$ cat config.mk
export PLATFORM = sky130hd
export DESIGN_NAME = ysyx_lsu_axi_bridge
export DESIGN_NICKNAME = d
export VERILOG_FILES = /design/src/rtl/ysyx_lsu_axi_bridge.sv
export SDC_FILE = /design/constraint.sdc
export NUM_CORES = 1
export LEC_CHECK = 0
export BUFFER_PORTS_ARGS = -buffer_cell sky130_fd_sc_hd__buf_2
export CAP_MARGIN = 20
export CORE_MARGIN = 5
export CORE_UTILIZATION = 46
export DETAILED_ROUTE_END_ITERATION = 8
export GPL_TIMING_DRIVEN = 0
export PLACE_DENSITY = 0.81
export SLEW_MARGIN = 25
export SYNTH_ARGS = -nofsm -noshare
export SYNTH_HDL_FRONTEND = slang
export SYNTH_SLANG_ARGS = --single-unit
$ cat constraint.sdc
create_clock -name clk -period 5.7 [get_ports clk]
set_clock_uncertainty 0.2 [all_clocks]
set_input_delay 1.14 -clock clk [delete_from_list [all_inputs] [get_ports clk]]
set_output_delay 1.14 -clock clk [all_outputs]
set_load 0.05 [all_outputs]
$ cat src/rtl/ysyx_lsu_axi_bridge.sv
// ysyx_lsu_axi_bridge
//   Converts the LSU's level-held load/store requests into AXI4-Lite master
//   transactions, one at a time. Stores are lane-aligned here; loads return the
//   raw bus word and the LSU extracts bytes itself.
//
// Ports
//   clk, rst                          clock, async active-high reset
//   lsu_araddr/arvalid/rstrb          load request (held until lsu_rvalid)
//   lsu_rdata/lsu_rvalid              load result, one-cycle pulse
//   lsu_awaddr/awvalid/wdata/wstrb/wvalid
//                                     store request (LSB-aligned data/mask)
//   lsu_wready                        store complete, one-cycle pulse
//   ar*/r*/aw*/w*/b*                  AXI4-Lite master channels
//   bus_err                           sticky response-error flag
//
// Configuration
//   YSYX_LSU_BUS_ERR_EN  when defined, a non-OKAY rresp/bresp sets bus_err
//                        (sticky until rst) and an error read returns 0.
//                        When undefined, responses are ignored, bus_err = 0.
//
// state  | meaning
// -------+------------------------------------------------
// IDLE   | no transaction; accepts a request unless retiring
// RADDR  | arvalid high, waiting for arready
// RDATA  | rready high, waiting for rvalid
// WREQ   | aw/w channels completing independently
// WRESP  | bready high, waiting for bvalid

module ysyx_lsu_axi_bridge #(
  parameter int ADDR_W = 32,
  parameter int DATA_W = 32
) (
  input  logic                  clk,
  input  logic                  rst,
  input  logic [ADDR_W-1:0]     lsu_araddr,
  input  logic                  lsu_arvalid,
  input  logic [7:0]            lsu_rstrb,
  output logic [DATA_W-1:0]     lsu_rdata,
  output logic                  lsu_rvalid,
  input  logic [ADDR_W-1:0]     lsu_awaddr,
  input  logic                  lsu_awvalid,
  input  logic [DATA_W-1:0]     lsu_wdata,
  input  logic [7:0]            lsu_wstrb,
  input  logic                  lsu_wvalid,
  output logic                  lsu_wready,
  output logic [ADDR_W-1:0]     araddr,
  output logic                  arvalid,
  output logic [2:0]            arsize,
  input  logic                  arready,
  input  logic [DATA_W-1:0]     rdata,
  input  logic [1:0]            rresp,
  input  logic                  rvalid,
  output logic                  rready,
  output logic [ADDR_W-1:0]     awaddr,
  output logic                  awvalid,
  output logic [2:0]            awsize,
  input  logic                  awready,
  output logic [DATA_W-1:0]     wdata,
  output logic [DATA_W/8-1:0]   wstrb,
  output logic                  wvalid,
  input  logic                  wready,
  input  logic [1:0]            bresp,
  input  logic                  bvalid,
  output logic                  bready,
  output logic                  bus_err
);

  localparam int LANES = DATA_W / 8;
  localparam int OFF_W = $clog2(LANES);

  typedef enum logic [2:0] {
    S_IDLE,
    S_RADDR,
    S_RDATA,
    S_WREQ,
    S_WRESP
  } state_t;

  state_t state, state_nxt;

  logic             aw_done, w_done;
  logic             ld_go, st_go;
  logic             r_hs, b_hs, aw_fin, w_fin;
  logic             rd_err, wr_err;
  logic [OFF_W-1:0] st_off;
  logic             unused_lsu;

  function automatic logic [2:0] size_of(input logic [7:0] mask);
    case (mask)
      8'h01:   size_of = 3'd0;
      8'h03:   size_of = 3'd1;
      default: size_of = 3'd2;
    endcase
  endfunction

  assign st_off     = lsu_awaddr[OFF_W-1:0];
  assign unused_lsu = ^lsu_wstrb[7:LANES];

  always_ff @(posedge clk or posedge rst) begin
    if (rst) state <= S_IDLE;
    else     state <= state_nxt;
  end

  always_comb begin
    state_nxt = state;
    arvalid   = 1'b0;
    rready    = 1'b0;
    awvalid   = 1'b0;
    wvalid    = 1'b0;
    bready    = 1'b0;
    ld_go     = 1'b0;
    st_go     = 1'b0;
    r_hs      = 1'b0;
    b_hs      = 1'b0;
    aw_fin    = 1'b0;
    w_fin     = 1'b0;
    case (state)
      S_IDLE: begin
        // A completion pulse cycle belongs to the LSU retiring the previous
        // access; its request lines are still up and must not be re-accepted.
        if (!(lsu_rvalid || lsu_wready)) begin
          if (lsu_arvalid) begin
            ld_go     = 1'b1;
            state_nxt = S_RADDR;
          end else if (lsu_awvalid && lsu_wvalid) begin
            st_go     = 1'b1;
            state_nxt = S_WREQ;
          end
        end
      end
      S_RADDR: begin
        arvalid = 1'b1;
        if (arready) state_nxt = S_RDATA;
      end
      S_RDATA: begin
        rready = 1'b1;
        r_hs   = rvalid;
        if (rvalid) state_nxt = S_IDLE;
      end
      S_WREQ: begin
        awvalid = !aw_done;
        wvalid  = !w_done;
        aw_fin  = aw_done || awready;
        w_fin   = w_done || wready;
        if (aw_fin && w_fin) state_nxt = S_WRESP;
      end
      S_WRESP: begin
        bready = 1'b1;
        b_hs   = bvalid;
        if (bvalid) state_nxt = S_IDLE;
      end
      default: state_nxt = S_IDLE;
    endcase
  end

`ifdef YSYX_LSU_BUS_ERR_EN
  assign rd_err = |rresp;
  assign wr_err = |bresp;

  always_ff @(posedge clk or posedge rst) begin
    if (rst)                                   bus_err <= 1'b0;
    else if ((r_hs && rd_err) || (b_hs && wr_err)) bus_err <= 1'b1;
  end
`else
  logic unused_resp;
  assign rd_err      = 1'b0;
  assign wr_err      = 1'b0;
  assign bus_err     = 1'b0;
  assign unused_resp = ^{rresp, bresp, wr_err};
`endif

  always_ff @(posedge clk or posedge rst) begin
    if (rst) begin
      araddr     <= '0;
      arsize     <= 3'd0;
      awaddr     <= '0;
      awsize     <= 3'd0;
      wdata      <= '0;
      wstrb      <= '0;
      aw_done    <= 1'b0;
      w_done     <= 1'b0;
      lsu_rdata  <= '0;
      lsu_rvalid <= 1'b0;
      lsu_wready <= 1'b0;
    end else begin
      lsu_rvalid <= r_hs;
      lsu_wready <= b_hs;
      if (ld_go) begin
        araddr <= lsu_araddr;
        arsize <= size_of(lsu_rstrb);
      end
      if (st_go) begin
        awaddr  <= lsu_awaddr;
        awsize  <= size_of(lsu_wstrb);
        // Lanes shifted past the top of the word are dropped, not split.
        wstrb   <= lsu_wstrb[LANES-1:0] << st_off;
        wdata   <= lsu_wdata << {st_off, 3'b000};
        aw_done <= 1'b0;
        w_done  <= 1'b0;
      end
      if (awvalid && awready) aw_done <= 1'b1;
      if (wvalid && wready)   w_done  <= 1'b1;
      if (r_hs) lsu_rdata <= rd_err ? '0 : rdata;
    end
  end

endmodule

==> flow_summary_export.csv, run 1 <==
group,metric,value,unit
outcome,status,"finished clean",
clocking,clk_pin_slew,60,ps
worst_setup_path,start_kind,"register",
grt,first_global_vias,5506,
placed_design,dp_hpwl,13900,um
logic_synthesis,async_reset_ff_share,100,%
cells_and_area,final_nets,1001,
min_path,hold_path.class,"register to register",
floorplan,io_pins,304,
worst_setup_path,crit_chain,"buf_6, nor3b_1, buf_2",
placed_design,port_buffers,296,
sta,hold_viol_final,0,
sta,max_freq,331,MHz
cells_and_area,drive_gt1_share,50.6,%
worst_setup_path,cp_top_family,"buffers and inverters",
logic_synthesis,ys_ff_latch,143,
sta,period_needed,3020,ps
placed_design,dpl_cell_area,7760,sq um
clocking,cts.path.max_buffers,2,
pwr,pwr_density_cell,736,nW/um^2
route,met2_length,9160,um
cells_and_area,fin_util,65.6,%
route,drt_iter0_drc,261,
floorplan,start_util,47.4,%
worst_setup_path,worst-setup-path-type,"register to primary output",
cells_and_area,multiInputGateArea,2260,sq um
job,max_cap_violations,0,
sta,min_period_over_period,53.0,%
clocking,cts_resized,0,
cells_and_area,design_area,8350,sq um
placed_design,dp_cells,996,
worst_setup_path,arrival,1680,ps
clocking,cts_tree,"done",
worst_setup_path,endpoint_kind,"primary output",
route,met3RoutedLength,1780,um
grt,grt_max_degree,102,
worst_setup_path,crit_buf_inv,2,
clocking,ctsHoldBuffers,0,
route,vias,5120,
cells_and_area,area_growth,38.6,%
worst_setup_path,cp.required,4360,ps
grt,grtUsageTotal,23.5,%
sta,report.final.setup_viol,0,
route,top_layer_used,"met4",
logic_synthesis,netlist-cell-type-count,35,
floorplan,die_y,124,um
grt,antenna_found_initial,3,
sta,postLayoutSetupSlackWorst,2680,ps
logic_synthesis,ys_warn_count,0,
floorplan,die_area,15500,sq um
route,ant_nets,0,
logic_synthesis,syn_area_per_cell,11.5,sq um
worst_setup_path,cpPeakStageDelay,400,ps
sta,holdWs,268,ps
route,drc_errors,0,
sta,relSlewSlack,49.1,%
cells_and_area,nFillCells,1035,
grt,grt_pass1_wl,29100,um
route,wl_met1,6640,um
clocking,htree_levels,4,
route,viasPerCell,4.98,
logic_synthesis,synth_seq_area_share,59.4,%
floorplan,die_w,124,um
logic_synthesis,ys.flop_type,"dfrtp_1",
pwr,power,6.14,mW
clocking,cts_root_buf,"clkbuf_16",
clocking,clk-insertion-delay-late,410,ps
route,drt-total-wl,18100,um
logic_synthesis,syn_area,6020,sq um
logic_synthesis,synth_edf_count,0,
sta,finalSetupTns,0,ps
cells_and_area,register_area,3580,sq um
worst_setup_path,cp_max_fo,10,
logic_synthesis,synthCells,525,
pwr,leakage,4.41,nW
grt,overflow,0,
worst_setup_path,critPathSlowestCell,"nor3b_1",
pwr,worst_ir_drop_vdd,535,uV
floorplan,rows,41,
sta,slew_violations,0,
clocking,cts_buffers,17,
placed_design,gp_congestion,0.925,
sta,rsz0062_at_grt,"false",
route,detail_route.wl_per_cell,17.6,um
sta,worst-slew-pin-transition,764,ps
clocking,postCtsSetupRepairBufs,0,
route,drt_first_pass_iters,7,
floorplan,core_area,12700,sq um
cells_and_area,fin_cells,1029,
placed_design,preCtsSetupSlack,2490,ps
clocking,clock_sinks,143,
-- synthesized netlist by cell type (4+ instances only) --
library cell  number  area, sq um
dfrtp_1          143         3580
nand2_1          140          526
mux2_2            74          833
a21oi_1           19         95.1
mux2i_1           18          180
nor2_1            16         60.1
buf_2             14         70.1
nand3_1           11         55.1
a211oi_1          10         75.1
clkbuf_1          10         37.5
nor2b_1           10         62.6
o21ai_1            9         45.0
o31ai_2            9          113
buf_1              4         15.0
inv_1              4         15.0
-- cell type report --
| class | instances | share of cell area, % |
|---|---|---|
| Clock inverter | 11 | 1.72 |
| Tap cell | 172 | 2.58 |
| Antenna cell | 3 | 0.0899 |
| Clock buffer | 19 | 5.19 |
| Sequential cell | 143 | 42.9 |
| Timing Repair Buffer | 297 | 18.1 |
| Buffer | 34 | 2.14 |
| Multi-Input combinational cell | 346 | 27.1 |
| Inverter | 4 | 0.270 |
-- state kept, by name, summed over array words and instances (netlist names) --
signal and flops:
wdata 32, arsize 2, lsu_rdata 32, lsu_rvalid 1
lsu_wready 1, araddr 32, aw_done 1, wstrb 4
awsize 2, state 3, awaddr 32, w_done 1
-- layout by cell type, fill, tap and decap left out, types with 3 or more instances in the layout --
cell type / count
clkbuf_1: 12
nand3_1: 11
a211oi_1: 10
buf_6: 3
nor2b_1: 10
inv_1: 3
dfrtp_1: 143
nand2_1: 140
bufinv_16: 3
buf_1: 4
clkinv_2: 3
diode_2: 3
nor2_1: 16
clkinvlp_4: 4
a21oi_1: 19
o21ai_0: 3
o31ai_2: 9
clkbuf_16: 17
mux2_2: 74
conb_1: 3
buf_4: 3
o21ai_1: 9
mux2i_1: 18
and3_1: 3
buf_2: 310
-- layer usage --
metal	global-route usage (%)	vias to the layer above
met3	9.82	38
met5	0	-
met4	9.35	0
li1	-	2410
met1	26.0	2442
met2	40.2	230
-- report_power, final --
| part | internal [mW] | switching, mW |
|---|---|---|
| Sequential | 1.52 | 0.267 |
| Combinational | 0.826 | 2.44 |
| Clock | 0.680 | 0.413 |
-- final timing paths --
path	startpoint	endpoint	slack (ps)	cells after the start
setup reg to reg	state[2]$_DFFE_PP0P_	awaddr[1]$_DFFE_PP0P_	3340	7
setup / recovery	state[2]$_DFFE_PP0P_	rready	2680	3
hold / removal	wdata[1]$_DFFE_PP0P_	wdata[1]$_DFFE_PP0P_	270	2
min in group asynchronous	rst	araddr[26]$_DFFE_PP0P_	510	2
max in group asynchronous	rst	awsize[0]$_DFFE_PP0P_	3980	3
hold reg to reg	wdata[1]$_DFFE_PP0P_	wdata[1]$_DFFE_PP0P_	270	2
-- kinds of logic after synthesis --
logic type,after synthesis,share of synthesized area (%)
AND/OR/NAND/NOR,194,13.9
flip-flops,143,59.4
multiplexers,92,16.8
AO/OA/AOI/OAI,57,6.58
buffers and inverters,38,3.22
other,1,0.0622
-- worst min-delay path: cells and delay by family, from the launching register on --
| family | cells | cell delay, ps |
|---|---|---|
| flip-flops | 1 | 340 |
| AND/OR/NAND/NOR | 2 | 100 |
(Power assumes the default switching activity.)
==> inputs of run 2 (changes only) <==
Settings changed: CORE_UTILIZATION 46 to 41, PLACE_DENSITY 0.81 to 0.76.
Clock period 5.7 ns to 2.73 ns, I/O delays scaled along.
==> flow_summary_export.csv, run 2 (same netlist as run 1, synthesis figures left out) <==
group,metric,value,unit
cells_and_area,final_nets,1006,
clocking,cts_root_buf,"clkbuf_16",
cells_and_area,diodes,0,
clocking,cts_buffers,17,
sta,slew_violations,0,
placed_design,dp_hpwl,13700,um
placed_design,gp_congestion,0.839,
sta,min_period_over_period,88.4,%
floorplan,rows,44,
clocking,cts_tree,"done",
sta,report.final.setup_viol,0,
floorplan,io_pins,304,
floorplan,die_w,131,um
sta,period_needed,2410,ps
route,drt-total-wl,17600,um
outcome,status,"finished clean",
sta,worst-slew-pin-transition,770,ps
clocking,clk-insertion-delay-late,410,ps
grt,overflow,0,
floorplan,die_area,17200,sq um
cells_and_area,area_growth,39.3,%
cells_and_area,final_cell_mix,"310 x buf_2, 143 x dfrtp_1, 140 x nand2_1, 74 x mux2_2, 19 x a21oi_1",
sta,postLayoutSetupSlackWorst,318,ps
worst_setup_path,arrival,2500,ps
floorplan,die_y,131,um
clocking,htree_levels,4,
min_path,hold_path.class,"input port to register",
sta,max_freq,415,MHz
worst_setup_path,worst-setup-path-type,"register to register",
sta,hold_viol_final,0,
grt,first_global_vias,5459,
cells_and_area,fin_util,58.0,%
clocking,cts.path.max_buffers,2,
sta,rsz0062_at_grt,"false",
clocking,clock_sinks,143,
placed_design,preCtsSetupSlack,84.9,ps
clocking,postCtsSetupRepairBufs,0,
grt,antenna_found_initial,0,
clocking,clk_pin_slew,60,ps
worst_setup_path,cp_max_fo,10,
route,vias,5113,
worst_setup_path,endpoint_kind,"register",
cells_and_area,drive_gt1_share,51.0,%
route,drt_iter0_drc,314,
pwr,power,12.6,mW
pwr,worst_ir_drop_vdd,976,uV
route,drt_first_pass_iters,4,
pwr,pwr_density_cell,1500,nW/um^2
placed_design,port_buffers,296,
pwr,leakage,4.43,nW
route,viasPerCell,4.90,
worst_setup_path,r2r_slack,320,ps
grt,grt_pass1_wl,28300,um
job,max_cap_violations,0,
route,drc_errors,0,
floorplan,core_area,14500,sq um
route,detail_route.wl_per_cell,16.9,um
grt,grtUsageTotal,20.2,%
worst_setup_path,start_kind,"register",
worst_setup_path,cp.required,2820,ps
route,ant_nets,0,
floorplan,start_util,41.6,%
sta,relSlewSlack,48.7,%
grt,grt_max_degree,32,
cells_and_area,final_common_cell,"buf_2",
-- run 2: changes by cell type in the layout (fill, tap and decap cells not counted), moves of 2 or more --
| cell | change |
|---|---|
| clkbuf_8 | +2 |
| bufinv_16 | -3 |
| buf_12 | +4 |
| diode_2 | -3 |
-- run 2: final cells by class --
type,count,area (sq um)
Clock inverter,10,67.6
Sequential cell,143,3580
Fill cell,1265,6080
Buffer,34,179
Inverter,4,18.8
Tap cell,184,230
Multi-Input combinational cell,346,2260
Timing Repair Buffer,302,1600
Clock buffer,20,457
-- run 2: report_power, final --
part	leakage [nW]	switching, mW	total, mW	internal (mW)
clock network	0.250	0.871	2.06	1.19
registers	1.76	0.557	3.72	3.17
logic	2.42	5.05	6.79	1.74
-- run 2: through the flow --
stage	setup TNS (ps)	hold slack (ps)	std cells	cell area, sq um
floorplan	0	297	527	6040
global placement	-102130	249	1007	7750
detailed placement	0	254	1012	7860
CTS	0	109	1043	8390
global route	0	111	1043	8390
finish	0	125	1043	8390
-- run 2: critical path, cell delays in order, from the launching register on --
cell,delay (ps)
dfrtp_1,370
buf_6,140
or3_4,420
nor4_4,430
buf_2,360
mux2_2,370
-- run 2: path summary, 6_finish.rpt --
path	from	end	cells after the start
min in group asynchronous	rst	araddr[7]$_DFFE_PP0P_	3
worst min register to register	wdata[1]$_DFFE_PP0P_	wdata[1]$_DFFE_PP0P_	2
worst min-delay path	lsu_awaddr[18]	awaddr[18]$_DFFE_PP0P_	3
worst max register to register	state[2]$_DFFE_PP0P_	wdata[24]$_DFFE_PP0P_	5
max in group asynchronous	rst	wdata[14]$_DFFE_PP0P_	6
worst max-delay path	state[2]$_DFFE_PP0P_	wdata[24]$_DFFE_PP0P_	5
-- run 2: timing repair --
| item | 4_1_cts | 5_1_grt |
|---|---|---|
| gates resized for setup | 0 | 0 |
| hold endpoints to repair | 13 | 0 |
| hold buffers | 1 | 0 |
-- run 2: routing by layer --
| layer | vias to the layer above | share of wire [%] | global-route usage, % |
|---|---|---|---|
| met2 | 244 | 50 | 34.7 |
| met4 | 0 | 2.1 | 7.22 |
| li1 | 2412 | - | - |
| met5 | - | 0 | 0 |
| met1 | 2426 | 38 | 22.9 |
| met3 | 31 | 9.6 | 7.68 |
==> inputs of run 3 (changes only) <==
Settings changed: CELL_PAD_IN_SITES_DETAIL_PLACEMENT from default to 0, CELL_PAD_IN_SITES_GLOBAL_PLACEMENT from default to 1, CORE_UTILIZATION 41 to 31, PLACE_DENSITY 0.76 to 0.77.
==> flow_summary_export.csv, run 3 (same netlist as run 1, synthesis figures left out) <==
group,metric,value,unit
placed_design,gp_congestion,0.812,
clocking,clk_pin_slew,60,ps
pwr,leakage,4.47,nW
worst_setup_path,cp.required,2880,ps
placed_design,preCtsSetupSlack,76.9,ps
pwr,worst_ir_drop_vdd,844,uV
grt,grt_pass1_wl,29100,um
route,drt-total-wl,18500,um
grt,grtUsageTotal,16.7,%
sta,slew_violations,0,
clocking,cts_resized,0,
sta,min_period_over_period,87.7,%
grt,first_global_vias,5402,
placed_design,port_buffers,296,
cells_and_area,design_area,8560,sq um
sta,report.final.setup_viol,0,
pwr,pwr_density_cell,1500,nW/um^2
sta,max_freq,418,MHz
worst_setup_path,worst-setup-path-type,"register to register",
grt,overflow,0,
worst_setup_path,crit_buf_inv,3,
cells_and_area,fin_cells,1125,
worst_setup_path,arrival,2540,ps
clocking,clk-insertion-delay-late,410,ps
worst_setup_path,cpPeakStageDelay,450,ps
job,max_cap_violations,0,
placed_design,dp_hpwl,14500,um
sta,rsz0062_at_grt,"false",
clocking,cts_buffers,17,
route,ant_nets,0,
clocking,htree_levels,4,
floorplan,die_area,22300,sq um
floorplan,start_util,31.3,%
pwr,power,12.8,mW
floorplan,die_w,149,um
floorplan,core_area,19300,sq um
sta,worst-slew-pin-transition,775,ps
worst_setup_path,start_kind,"register",
grt,grt_max_degree,32,
clocking,cts_tree,"done",
worst_setup_path,endpoint_kind,"register",
cells_and_area,area_growth,42.0,%
sta,postLayoutSetupSlackWorst,336,ps
route,detail_route.wl_per_cell,16.5,um
worst_setup_path,rr_worst_depth,7,
route,drt_first_pass_iters,4,
placed_design,dp_cells,1093,
grt,antenna_found_initial,0,
worst_setup_path,crit_chain,"buf_6, or3_4, nor4_4, buf_2, buf_2, nand2_1, nand2_1",
route,drt_iter0_drc,137,
route,viasPerCell,4.54,
placed_design,dpl_cell_area,7950,sq um
floorplan,rows,51,
worst_setup_path,cp_top_family,"simple AND/OR/NAND/NOR gates",
floorplan,io_pins,304,
floorplan,die_y,149,um
worst_setup_path,cp_max_fo,10,
worst_setup_path,worstSetupPathDepth,7,
cells_and_area,final_nets,1006,
cells_and_area,diodes,0,
clocking,cts_root_buf,"clkbuf_16",
min_path,holdPathStages,3,
cells_and_area,final_common_cell,"buf_2",
min_path,hold_path.class,"input port to register",
worst_setup_path,critPathSlowestCell,"nor4_4",
sta,period_needed,2390,ps
sta,relSlewSlack,48.3,%
clocking,cts.path.max_buffers,2,
route,drc_errors,0,
route,vias,5102,
clocking,clock_sinks,143,
outcome,status,"finished clean",
sta,holdWs,120,ps
sta,hold_viol_final,0,
cells_and_area,final_cell_mix,"310 x buf_2, 143 x dfrtp_1, 140 x nand2_1, 74 x mux2_2, 19 x a21oi_1",
cells_and_area,drive_gt1_share,51.2,%
## run 3: cell types whose count changed in the layout (fill, tap and decap cells not counted), sizes merged
cell,previous run,this run
inv,3,8
clkinv,6,4
clkbuf,30,28
bufinv,0,2
clkinvlp,5,3
## run 3: worst paths after layout
path | start | endpoint | slack (ps)
worst max-delay path | state[2]$_DFFE_PP0P_ | awaddr[17]$_DFFE_PP0P_ | 340
worst max register to register | state[2]$_DFFE_PP0P_ | awaddr[17]$_DFFE_PP0P_ | 340
max in group asynchronous | rst | wdata[15]$_DFFE_PP0P_ | 760
worst min register to register | wdata[5]$_DFFE_PP0P_ | wdata[5]$_DFFE_PP0P_ | 260
min in group asynchronous | rst | araddr[1]$_DFFE_PP0P_ | 480
worst min-delay path | lsu_awaddr[14] | awaddr[14]$_DFFE_PP0P_ | 120
## run 3: routing by layer
| layer | GRT usage [%] | routed length (um) |
|---|---|---|
| met5 | 0 | 0 |
| met1 | 20.3 | 7500 |
| met3 | 6.99 | 1830 |
| met2 | 27.5 | 8950 |
| met4 | 4.30 | 233 |
## run 3: layout make-up
class                           count  area (sq um)
Multi-Input combinational cell    346          2260
Inverter                            4          18.8
Clock inverter                     13           153
Sequential cell                   143          3580
Buffer                             34           179
Fill cell                        1937         10700
Clock buffer                       18           439
Tap cell                          265           332
Timing Repair Buffer              302          1590
## run 3: where the power goes
part	leakage [nW]	switching (mW)	internal [mW]
clock	0.286	0.961	1.39
combinational	2.42	5.05	1.74
sequential	1.76	0.528	3.16
total	4.47	6.54	6.29
## run 3: through the flow
stage / util (%) / setup TNS [ps]
final: 44.4 / 0
after detailed placement: 41.3 / 0
after global routing: 44.4 / 0
after global placement: 40.8 / -123570
after floorplan: - / 0
after CTS: 44.4 / 0
## run 3: repair_timing
| item | in CTS | in global routing |
|---|---|---|
| hold endpoints to repair | 13 | 0 |
| hold buffers | 1 | 0 |
| buffers inserted | 0 | 0 |
## run 3: worst reg2reg max path, delay by kind of cell (launching register included)
family	cells	cell delay (ps)
and+or+nand+nor	4	1010
DFF	1	370
buffers and inverters	3	770
